$ cat src/rtl/mini_dma.sv
`timescale 1ns/1ps
// mini_dma: single-channel byte-copy DMA engine.
//
// Copies LENGTH bytes from a 32-bit byte-addressed read bus into a
// 32-entry byte-addressed write bus, one byte at a time: each byte is read
// into a one-byte buffer, then written out, and both addresses advance.
//
// Ports
//   clock, aclr          sole clock; asynchronous active-high reset
//   ctl_*                control slave (word-indexed registers, zero-wait reads)
//                         0 STATUS  bit0 DONE (sticky), bit1 BUSY
//                         1 READADDRESS, 2 WRITEADDRESS, 3 LENGTH
//                         6 CONTROL bit0 GO (write-only)
//   rd_*                 read master (rd_read held with rd_address while stalled)
//   wm_*                 write master (active-low write, held while stalled)
//   irq                  mirrors STATUS.DONE
module mini_dma #(
    parameter int LEN_W = 16
) (
    input  logic        clock,
    input  logic        aclr,

    input  logic [2:0]  ctl_address,
    input  logic        ctl_chipselect,
    input  logic        ctl_write_n,
    input  logic [31:0] ctl_writedata,
    output logic [31:0] ctl_readdata,

    output logic [31:0] rd_address,
    output logic        rd_read,
    input  logic        rd_waitrequest,
    input  logic [7:0]  rd_readdata,

    output logic [4:0]  wm_address,
    output logic        wm_chipselect,
    output logic        wm_write_n,
    output logic [7:0]  wm_writedata,
    input  logic        wm_waitrequest,

    output logic        irq
);

    typedef enum logic [1:0] {
        IDLE,
        READ,
        WRITE
    } state_t;

    localparam logic [2:0] ADDR_STATUS  = 3'd0;
    localparam logic [2:0] ADDR_READ    = 3'd1;
    localparam logic [2:0] ADDR_WRITE   = 3'd2;
    localparam logic [2:0] ADDR_LENGTH  = 3'd3;
    localparam logic [2:0] ADDR_CONTROL = 3'd6;

    state_t           state;
    logic [31:0]      read_address;
    logic [4:0]       write_address;
    logic [LEN_W-1:0] length;
    logic [7:0]       buffer;
    logic             done;
    logic             busy;
    logic             ctl_wr;

    // A control write is a chip-selected cycle with write_n low.
    assign ctl_wr = ctl_chipselect & ~ctl_write_n;

    // The bus address/data outputs come straight from the holding registers,
    // so they are registered and naturally stay put through any stall.
    assign rd_address   = read_address;
    assign wm_address   = write_address;
    assign wm_writedata = buffer;
    assign irq          = done;

    // Zero-wait-state register readback; unmapped words and unused bits read 0.
    always_comb begin
        ctl_readdata = 32'd0;
        case (ctl_address)
            ADDR_STATUS: ctl_readdata = {30'd0, busy, done};
            ADDR_READ:   ctl_readdata = read_address;
            ADDR_WRITE:  ctl_readdata = {27'd0, write_address};
            ADDR_LENGTH: ctl_readdata = 32'(length);
            default:     ctl_readdata = 32'd0;
        endcase
    end

    // Register file and transfer FSM in one block.
    // A STATUS write clears DONE first in the block; any DONE-set later in
    // the same edge overrides it, so a completing transfer always wins.
    // Configuration and GO writes are only honoured in IDLE, which also
    // drops a GO that lands on the edge where WRITE finishes, since the FSM
    // is still in WRITE at that edge. The bus strobes are updated together
    // with the state so rd_read and wm_chipselect can never overlap.
    always_ff @(posedge clock or posedge aclr) begin
        if (aclr) begin
            state         <= IDLE;
            read_address  <= 32'd0;
            write_address <= 5'd0;
            length        <= '0;
            buffer        <= 8'd0;
            done          <= 1'b0;
            busy          <= 1'b0;
            rd_read       <= 1'b0;
            wm_chipselect <= 1'b0;
            wm_write_n    <= 1'b1;
        end else begin
            if (ctl_wr && ctl_address == ADDR_STATUS) begin
                done <= 1'b0;
            end

            case (state)
                IDLE: begin
                    if (ctl_wr) begin
                        case (ctl_address)
                            ADDR_READ:   read_address  <= ctl_writedata;
                            ADDR_WRITE:  write_address <= ctl_writedata[4:0];
                            ADDR_LENGTH: length        <= LEN_W'(ctl_writedata);
                            ADDR_CONTROL: begin
                                if (ctl_writedata[0]) begin
                                    if (length != '0) begin
                                        state   <= READ;
                                        busy    <= 1'b1;
                                        rd_read <= 1'b1;
                                    end else begin
                                        done <= 1'b1;
                                    end
                                end
                            end
                            default: ;
                        endcase
                    end
                end

                READ: begin
                    if (!rd_waitrequest) begin
                        buffer        <= rd_readdata;
                        state         <= WRITE;
                        rd_read       <= 1'b0;
                        wm_chipselect <= 1'b1;
                        wm_write_n    <= 1'b0;
                    end
                end

                WRITE: begin
                    if (!wm_waitrequest) begin
                        read_address  <= read_address + 32'd1;
                        write_address <= write_address + 5'd1;
                        length        <= length - LEN_W'(1);
                        wm_chipselect <= 1'b0;
                        wm_write_n    <= 1'b1;
                        if (length == LEN_W'(1)) begin
                            state <= IDLE;
                            busy  <= 1'b0;
                            done  <= 1'b1;
                        end else begin
                            state   <= READ;
                            rd_read <= 1'b1;
                        end
                    end
                end

                default: begin
                    state         <= IDLE;
                    busy          <= 1'b0;
                    rd_read       <= 1'b0;
                    wm_chipselect <= 1'b0;
                    wm_write_n    <= 1'b1;
                end
            endcase
        end
    end

endmodule

$ cat config.mk
export PLATFORM = sky130hd
export DESIGN_NAME = mini_dma
export DESIGN_NICKNAME = d
export VERILOG_FILES = /design/src/rtl/mini_dma.sv
export SDC_FILE = /design/constraint.sdc
export NUM_CORES = 1
export LEC_CHECK = 0
export CORE_MARGIN = 2
export CORE_UTILIZATION = 48
export DETAILED_ROUTE_END_ITERATION = 7
export GPL_TIMING_DRIVEN = 0
export HOLD_SLACK_MARGIN = 0.08
export PLACE_DENSITY = 0.91
export SKIP_LAST_GASP = 1
export SYNTH_ARGS = -nofsm -noshare
export SYNTH_HDL_FRONTEND = slang
export SYNTH_SLANG_ARGS = --single-unit
$ cat constraint.sdc
create_clock -name clock -period 2.4 [get_ports clock]
set_input_delay 0.48 -clock clock [delete_from_list [all_inputs] [get_ports clock]]
set_output_delay 0.48 -clock clock [all_outputs]
set_load 0.005 [all_outputs]
==> results.md <==
* TritonCTS clock tree: done
* CTS max path bufs at 2
* Root buffer cell: clkbuf_8
* Cell family with most CP delay: buffers and inverters
* Net Sw Frac at 41.9%
* Drt wl/cell at 21.6 um
* Area of the die at 10100 um^2
* Hold Startpoint: wm_writedata[5]
* Hold Crit Class: register to register
* Final hold slack at 516 ps
* Tot GR Track Use at 32.6%
* Nets@finish at 717
* Crit end category: output port
* Critical R2R Launch: state[1]
* First-pass GRT wire length at 25.5 mm
* Fraction of registers with async set or reset after synthesis at 100%
* CP peak stage delay at 500 ps
* Layout cells sized above 1 at 12.3%
* CP max-delay cell: clkdlybuf4s50_1
* Initial antenna violation count at 0
* Skew-Pair Late Insertion Delay at 370 ps
* Die Wd at 101 um
* CP Buf/Inv Count at 4
* Initial core utilization at 49.0%
* Actual slew at the worst max-slew pin at 875 ps
* Row count at 35
* Core Box Area at 9150 um^2
* DRT antenna net count at 0
* Setup Skew at 12.8 ps
* Vias per inst at 6.69
* Die Y at 101 um
* Number of diodes at 0
* Syn Area/Cell at 8.64 um^2
* Post-Syn Nets at 573
* Sum Neg Setup Slack at -4.72 ps
* Routability cong. at 0.977
* Post-route minimum period at 2400 ps
* Post-layout worst setup margin at -2.58 ps
* Synth Cell Area at 4480 um^2
* Number of cells on the critical path at 6
* Final hold violation count at 0
* Post-placement cell count at 757
* Critical-path cell list: clkdlybuf4s15_2 > nor3b_4 > clkbuf_8 > buf_12 > a22o_1 > clkdlybuf4s50_1
* Flops & latches, synth at 68
* Synth top area cells: dfrtp_1 (37%), a21oi_1 (6.6%), nor2_1 (5.4%)
* Worst setup startpoint: ctl_address[2]
* Largest net degree at the start of global routing at 69
* WP data arrival at 1920 ps
* Violated checks: DRC, setup timing
* Max-cap viol count at 0
* DR iter-0 viols at 722
* CP Data Required Time at 1920 ps
* Distinct cells, synth at 68
* Max VDD drop at 0.000540 V
* Number of warnings issued by yosys at 0
* Slew headroom at 41.6%
* Gate Count Post-Synth at 519
* Crit Path Category: primary input to output port
* Power per cell area at 1040 nW/um^2
* Sequential share of the synthesized area at 38.0%
* Critical Path Start Type: primary input
* Final cycle utilization of the critical path at 100%
* Status: finished, violations left
* PortBufs at 127
* Sequential power share at 38.5%
* Worst-path clk slew at 80 ps
* EDFF count, synth at 0
* Vias in the first global route at 4978
* Endpoints failing setup at 2
* Hold depth at 1
* # clock sinks at 68
* Worst Reg-to-Reg Cells at 6
* Top-Level Pins at 130
* Combinational Power Share at 46.8%
* Int Pwr at 0.00377 W
* DP HPWL at 11.5 mm
* Total routed wirelength at 16.8 mm
* Fmax achieved at 416 MHz
* RSZ-0062 raised after global routing: yes
* Clock share of power at 14.8%
* NetSw at 0.00272 W
* Synth Flop Type: dfrtp_1
* Leakage power at 2.69 nW
* Yosys top cell by area: dfrtp_1
* DR vias at 5213
* Crit Path Max Fanout at 7
* Area grow syn2layout at 39.9%
* Global route total overflow at 0
* Pins Over Slew Limit at 0
* CTS buffer count at 9
* Synth top area share at 37.4%
* # DRC at 1
* Place WS at -1090 ps
* Final std cells w/o fill at 779
* Pre-antenna DRT Iters at 7
* H-Tree Depth at 3
* Cts hold-fix bufs at 0
-- cell type report --
type / count / area, um^2
fill: 702 / 2880
clock inverter: 5 / 52.6
clock buffer: 11 / 131
inverter: 9 / 36.3
buffer: 36 / 272
multi-input combinational: 406 / 2560
tap: 111 / 139
sequential: 68 / 1710
timing repair buffer: 133 / 1370
-- layout by cell type (no fill, tap or decap), drive strengths merged, types with 18 or more instances in the layout --
cell type      synthesis  layout
dfrtp                 67      67
o21ai                 25      25
and2                  20      20
clkbuf                27      35
nand2                 35      35
buf                    9      18
clkdlybuf4s50          0     112
a21oi                 59      59
nand3                 22      22
nor2                  65      65
-- repair_timing --
| action | CTS | global route |
|---|---|---|
| gates resized for setup | 26 | 22 |
| setup buffers | 4 | 1 |
| gates cloned | 1 | 0 |
| pin swaps | 1 | 1 |
| endpoints found under the setup margin | 29 | 52 |
-- per-stage QoR --
stage               util, %  power [W]  area (um^2)
floorplan                 -    0.00376         4480
global placement       64.4    0.00523         5890
detailed placement     64.4    0.00538         5890
CTS                    67.8    0.00633         6210
global route           68.5    0.00677         6270
finish                 68.5    0.00649         6270
-- power by group through the flow --
stage,Combinational [W],Clock [W],Sequential [W]
3_5_place_dp,0.00293,0,0.00245
3_3_place_gp,0.00282,0,0.00240
6_report,0.00303,0.000958,0.00250
2_1_floorplan,0.00149,0,0.00227
4_1_cts,0.00296,0.000933,0.00244
5_1_grt,0.00323,0.000991,0.00255
-- cells in the mapped netlist (all sizes together) (4+ instances only) --
master / number
a21o: 4
a21oi: 59
a22o: 11
a22oi: 6
a311oi: 5
a31oi: 12
and2: 20
and3: 12
buf: 9
clkbuf: 27
dfrtp: 67
ha: 5
inv: 9
mux2: 12
nand2: 35
nand3: 22
nand4: 6
nor2: 65
nor2b: 5
nor3: 11
nor4: 6
nor4b: 4
o21ai: 25
o22a: 15
o22ai: 14
o31ai: 5
-- logic make-up (layout without fill, tap and decap cells) --
group | Yosys count | in the layout | synth area share, %
buffers and inverters | 45 | 194 | 5.39
flip-flops | 68 | 68 | 38.0
multiplexers | 14 | 14 | 4.02
adder cells (fa/ha/maj) | 5 | 5 | 1.40
AO/OA/AOI/OAI | 181 | 181 | 26.4
AND/OR/NAND/NOR | 206 | 206 | 24.8
-- layer usage --
layer | GRT usage [%] | share of wire, % | vias up
met5 | 0 | 0 | -
met4 | 20.1 | 5.2 | 0
met3 | 7.56 | 12 | 90
met2 | 51.3 | 46 | 482
met1 | 40.6 | 36 | 2409
li1 | - | - | 2232
-- flip-flops by register name, indices dropped and copies added (netlist names) --
signal and cells:
wm_address 5, length 16, rd_address 32, rd_read 1
wm_writedata 8, busy 1, wm_write_n 1, state 2
wm_chipselect 1, irq 1
-- final timing paths --
kind | endpoint | slack [ps]
worst max-delay path | ctl_readdata[8] | -3
worst max register to register | rd_address[29] | 60
worst min register to register | wm_writedata[5] | 520
worst min-delay path | wm_writedata[5] | 520
min in group asynchronous | length[13] | 650
max in group asynchronous | wm_address[1] | 1120
Power figures use the tool's default switching activity.
